**src/rtl/alu_share_arbiter.sv**
```systemverilog
// ============================================================================
//  Module      : alu_share_arbiter
//  Description : Round-robin arbiter sharing one external combinational ALU
//                (add/sub/and/xor with overflow) between two requesters.
//                One operation in flight; IDLE -> EXEC -> RESP -> IDLE.
//                Optional macro CC_UPDATE_EN: registered {ZF,SF,OF} condition
//                codes, updated only by requester-0 operations.
//  Revision    : 1.0 - initial release
// ============================================================================
`default_nettype none

module alu_share_arbiter #(
   parameter int WIDTH = 64
) (
   input  logic             clk,
   input  logic             rst_n,
   input  logic [1:0]       req_valid_i,
   output logic [1:0]       req_ready_o,
   input  logic [1:0]       req_op0_i,
   input  logic [WIDTH-1:0] req_a0_i,
   input  logic [WIDTH-1:0] req_b0_i,
   input  logic [1:0]       req_op1_i,
   input  logic [WIDTH-1:0] req_a1_i,
   input  logic [WIDTH-1:0] req_b1_i,
   output logic [1:0]       rsp_valid_o,
   input  logic [1:0]       rsp_ready_i,
   output logic [WIDTH-1:0] rsp_data_o,
   output logic             rsp_ovf_o,
   output logic [1:0]       alu_ctrl_o,
   output logic [WIDTH-1:0] alu_a_o,
   output logic [WIDTH-1:0] alu_b_o,
   input  logic [WIDTH-1:0] alu_out_i,
   input  logic             alu_ovf_i,
   output logic [2:0]       cc_out_o,
   output logic             busy_o
);

   typedef enum logic [1:0] {
      ST_IDLE = 2'd0,
      ST_EXEC = 2'd1,
      ST_RESP = 2'd2
   } state_t;

   state_t           state_q;
   logic             rr_ptr_q;
   logic             owner_q;
   logic             busy_q;
   logic [1:0]       rsp_valid_q;
   logic [WIDTH-1:0] rsp_data_q;
   logic             rsp_ovf_q;
   logic [1:0]       alu_ctrl_q;
   logic [WIDTH-1:0] alu_a_q;
   logic [WIDTH-1:0] alu_b_q;

   logic             w_gnt_vld;
   logic             w_gnt_idx;
   logic [1:0]       w_op;
   logic [WIDTH-1:0] w_a;
   logic [WIDTH-1:0] w_b;

   // Grant selection: a lone requester wins outright, a tie goes to rr_ptr.
   always_comb begin
      w_gnt_vld = 1'b0;
      w_gnt_idx = rr_ptr_q;
      if (state_q == ST_IDLE) begin
         case (req_valid_i)
            2'b01: begin
               w_gnt_vld = 1'b1;
               w_gnt_idx = 1'b0;
            end
            2'b10: begin
               w_gnt_vld = 1'b1;
               w_gnt_idx = 1'b1;
            end
            2'b11: begin
               w_gnt_vld = 1'b1;
               w_gnt_idx = rr_ptr_q;
            end
            default: begin
               w_gnt_vld = 1'b0;
               w_gnt_idx = rr_ptr_q;
            end
         endcase
      end
   end

   // Operand mux for the granted requester.
   assign w_op = w_gnt_idx ? req_op1_i : req_op0_i;
   assign w_a  = w_gnt_idx ? req_a1_i  : req_a0_i;
   assign w_b  = w_gnt_idx ? req_b1_i  : req_b0_i;

   // Accept is masked while reset is held so every output reads zero in reset.
   assign req_ready_o = (w_gnt_vld && rst_n) ? (w_gnt_idx ? 2'b10 : 2'b01) : 2'b00;

   // Main sequencer: grant, execute, hold response until the owner accepts.
   always_ff @(posedge clk or negedge rst_n) begin
      if (!rst_n) begin
         state_q     <= ST_IDLE;
         rr_ptr_q    <= 1'b0;
         owner_q     <= 1'b0;
         busy_q      <= 1'b0;
         rsp_valid_q <= 2'b00;
         rsp_data_q  <= '0;
         rsp_ovf_q   <= 1'b0;
         alu_ctrl_q  <= 2'b00;
         alu_a_q     <= '0;
         alu_b_q     <= '0;
      end else begin
         case (state_q)
            ST_IDLE: begin
               if (w_gnt_vld) begin
                  alu_ctrl_q <= w_op;
                  alu_a_q    <= w_a;
                  alu_b_q    <= w_b;
                  owner_q    <= w_gnt_idx;
                  busy_q     <= 1'b1;
                  state_q    <= ST_EXEC;
               end
            end
            ST_EXEC: begin
               rsp_data_q  <= alu_out_i;
               rsp_ovf_q   <= alu_ovf_i;
               rsp_valid_q <= owner_q ? 2'b10 : 2'b01;
               state_q     <= ST_RESP;
            end
            ST_RESP: begin
               if (rsp_ready_i[owner_q]) begin
                  rsp_valid_q <= 2'b00;
                  busy_q      <= 1'b0;
                  rr_ptr_q    <= ~owner_q;
                  state_q     <= ST_IDLE;
               end
            end
            default: begin
               state_q <= ST_IDLE;
            end
         endcase
      end
   end

   assign rsp_valid_o = rsp_valid_q;
   assign rsp_data_o  = rsp_data_q;
   assign rsp_ovf_o   = rsp_ovf_q;
   assign alu_ctrl_o  = alu_ctrl_q;
   assign alu_a_o     = alu_a_q;
   assign alu_b_o     = alu_b_q;
   assign busy_o      = busy_q;

`ifdef CC_UPDATE_EN
   logic [2:0] cc_q;

   // Condition codes latch with the result, but only for requester-0 ops.
   always_ff @(posedge clk or negedge rst_n) begin
      if (!rst_n) begin
         cc_q <= 3'b000;
      end else if ((state_q == ST_EXEC) && !owner_q) begin
         cc_q <= {(alu_out_i == '0), alu_out_i[WIDTH-1], alu_ovf_i};
      end
   end

   assign cc_out_o = cc_q;
`else
   assign cc_out_o = 3'b000;
`endif

endmodule

`default_nettype wire
```
**config.mk**
```make
export PLATFORM = sky130hd
export DESIGN_NAME = alu_share_arbiter
export DESIGN_NICKNAME = d
export VERILOG_FILES = /design/src/rtl/alu_share_arbiter.sv
export SDC_FILE = /design/constraint.sdc
export NUM_CORES = 1
export LEC_CHECK = 0
export BUFFER_PORTS_ARGS = -buffer_cell sky130_fd_sc_hd__buf_2
export CORE_MARGIN = 8
export CORE_UTILIZATION = 33
export CTS_BUF_LIST = sky130_fd_sc_hd__clkbuf_8
export DETAILED_ROUTE_END_ITERATION = 12
export GPL_TIMING_DRIVEN = 1
export PLACE_DENSITY = 0.57
export SYNTH_ARGS = -nofsm -noshare
export SYNTH_HDL_FRONTEND = slang
export SYNTH_SLANG_ARGS = --single-unit
export TNS_END_PERCENT = 1
```
**constraint.sdc**
```tcl
create_clock -name clk -period 2 [get_ports clk]
set_input_delay 0.2 -clock clk [delete_from_list [all_inputs] [get_ports clk]]
set_output_delay 0.2 -clock clk [all_outputs]
set_load 0.01 [all_outputs]
```
==> summary.txt <==
STA
  – Slew @ Worst Pin: 600.2 ps
  – Final period util: 103.8%
  – Worst clock skew: around 13 ps
  – Final setup fails: 2
  – Crit path time final: 2076 ps
  – Setup ws final: -75.52 ps
  – WHS: 29.06 ps
  – Max-slew violations: 0
  – Hold Vio Cnt, Final: 0
  – Slew margin rel.: 59.99%
  – F_max: 481.8 MHz
  – RSZ-0062 raised after global routing: yes

Clock tree
  – Clock slew seen by the registers of the worst setup and hold paths: 50 ps
  – Root Driver: clkbuf_8
  – Num CTS Buffers: 40
  – Htree depth: 2
  – CTS max path bufs: 3
  – Clk sinks: 202
  – Clk_lat worst skew: ~550 ps
  – CTS tree: yes

Placement
  – Buffers on Ports: 530
  – Area after DPL: 15,380 µm²
  – DP Cell Count: 2,126
  – Dpl hpwl: 32.92 mm
  – Routability cong.: between 0.8 and 0.9

Power
  – Comb power frac: 52.5%
  – Sequential Power Share: 31.3%
  – Clk pwr share: around 16%
  – Power Density: ~1400 nW/µm²
  – Static leakage: 7.715 nW
  – Sw frac: 42.56%
  – Peak VDD IR: 1.058 mV
  – NetSw: 10.21 mW
  – Total power draw: 23.99 mW
  – Cell-internal power: 13.78 mW

Cells and area
  – Filler Cell Count: around 3,400
  – Post-route cell area: 17,490 µm²
  – Synthesis-to-finish area growth: 43.74%
  – Fin cells: between 2,000 and 2,500
  – FF+latch area: 5061 µm²
  – Fin util: 48.02%
  – NumNets Final: roughly 2,200
  – Multi-input gate area in the final layout: 6513 µm²
  – Most frequent cells in the layout: 529 x buf_2, 262 x nor2b_1, 199 x dfrtp_1
  – Share of cells above drive strength 1: between 40% and 50%
  – Most common cell after layout, fill and taps aside: buf_2

Floorplan
  – Die H: approximately 210 µm
  – Core ar.: roughly 36,000 µm²
  – Io pins: ~530
  – Die Wd: between 200 and 250 µm
  – Starting Density: 33.40%
  – Die ar.: 43,280 µm²
  – Row cnt: 70

Synthesis
  – Yosys top cell area share: 41.53%
  – #FFs+latches synth: 202
  – Cell taking the most area after synthesis: dfrtp_1
  – Post-Synthesis Cells: ~1,200
  – Mapped cell area: 12,170 µm²
  – Register area share after synthesis: 41.53%
  – Top cells by area, synth: dfrtp_1 42%, nor2b_1 13%, a211oi_1 11%
  – Count of cell types in the netlist: 29
  – Synth warn: 0
  – Mean Syn Cell Area: 10.02 µm²

Outcome
  – Status: finished, violations left
  – Failing checks: setup timing

Job
  – Total of max-cap violations: 0

GRT
  – Largest net degree at the start of global routing: 137
  – GRT Overall Usage: between 20% and 30%
  – Vias in the first global route: 12,419
  – Number of antenna violations at the first check in global routing: 5
  – Wire length of the first global-routing pass: 72.64 mm
  – Grt total ovfl: 0

Routing
  – Drt total wl: 45.98 mm
  – DRT Pass-1 Iters: 5
  – DR DRC count: 0
  – Total number of vias: 11,873
  – Post-route ant nets: 0
  – Drt initial violations: 502
  – DR WL/cell: ~20 µm
  – Vias per cell: 5.087

Critical path
  – Critical Path Source Type: flip-flop
  – Critical path's slowest cell: dfrtp_2
  – Setup CP Type: reg -> out
  – CP required: 1800 ps
  – R2R depth: 5
  – Largest stage delay on the critical path: ~440 ps
  – Crit Path Max Fanout: 4
  – Worst Setup End Kind: output pin
  – Crit-path cells: nor3b_4 -> buf_12 -> mux2i_4 -> nor2_1 -> buf_2
  – Critical path arrival: 1880 ps

Min path
  – Hold Path Class: in -> reg
  – Worst hold path depth: 3
layout make-up:
cell class	instances	area share (%)
Clock inverter	23	0.5722
Tap cell	468	3.347
Clock buffer	44	3.462
Sequential cell	202	28.93
Timing Repair Buffer	707	26.28
Antenna cell	4	0.05722
Multi-Input combinational cell	881	37.23
Inverter	5	0.1216
final timing paths:
check,slack (ps),from,end
worst max-delay path,-80,state_q[0],req_ready_o[1]
worst min-delay path,30,req_a1_i[35],alu_a_o[35]
worst max register to register,140,state_q[1],alu_b_o[16]
worst min register to register,460,alu_b_o[39],alu_b_o[39]
max in group asynchronous,1160,rst_n,alu_a_o[45]
min in group asynchronous,50,rst_n,alu_b_o[18]
logic make-up after synthesis:
family / after synthesis / share of synthesized area [%]
buffers and inverters: 134 / 5.387
other: 1 / 0.03081
DFF: 202 / 41.53
and+or+nand+nor: 409 / 18.35
adders and majority gates: 3 / 0.3085
muxes: 67 / 6.189
AOI/OAI and AO/OA: 399 / 28.20
power by group through the flow:
stage | logic, mW | clock network (mW) | registers (mW)
2_1_floorplan | 6.90 | 0 | 8.22
3_3_place_gp | 12.1 | 0 | 7.54
5_1_grt | 13.8 | 4.19 | 7.78
6_report | 12.6 | 3.88 | 7.50
4_1_cts | 12.7 | 4.01 | 7.50
3_5_place_dp | 12.4 | 0 | 7.55
registers in the layout, summed over array words and instances, names as in the netlist:
signal / count
state_q: 2
alu_ctrl_o: 2
busy_o: 1
alu_a_o: 64
rsp_valid_o: 2
rr_ptr_q: 1
rsp_ovf_o: 1
owner_q: 1
alu_b_o: 64
rsp_data_o: 64
synth_stat cells (all sizes together):
library cell	count
nor2b	262
a211oi	261
dfrtp	202
nand2	135
o31ai	130
clkbuf	69
mux2	66
buf	60
inv	5
a21oi	3
ha	3
nand3b	3
o21ai	3
nand3	2
a21o	1
a221oi	1
and2	1
conb	1
mux2i	1
nand2b	1
nor2	1
nor3	1
nor3b	1
or3	1
or3b	1
critical path: cells and delay by family (launching register included):
kind / cells / cell delay (ps)
flops: 1 / 440
simple gates: 2 / 380
buf+inv: 2 / 290
mux: 1 / 220
metrics by stage:
stage / setup WS, ps / setup TNS (ps)
detailed placement: 98.59 / 0
finish: -75.52 / -150.3
global placement: 83.21 / 0
global route: -181.5 / -355.8
floorplan: 155.5 / 0
CTS: -133.6 / -248.2
per-layer routing:
metal | global-route usage (%) | part of all wire (%)
met1 | 24.32 | 41
met2 | 35.67 | 50
met3 | 5.486 | 6.2
met4 | 6.094 | 2.3
met5 | 0 | 0.026
what timing repair did:
action	in CTS	in global routing
hold endpoints to repair	332	0
hold buffers	130	0
cloned	0	0
gates resized for setup	8	5
setup endpoints to repair	2	30
buffers inserted	7	0
pin swaps	4	3
No activity file was read; power rests on OpenSTA's default activity.
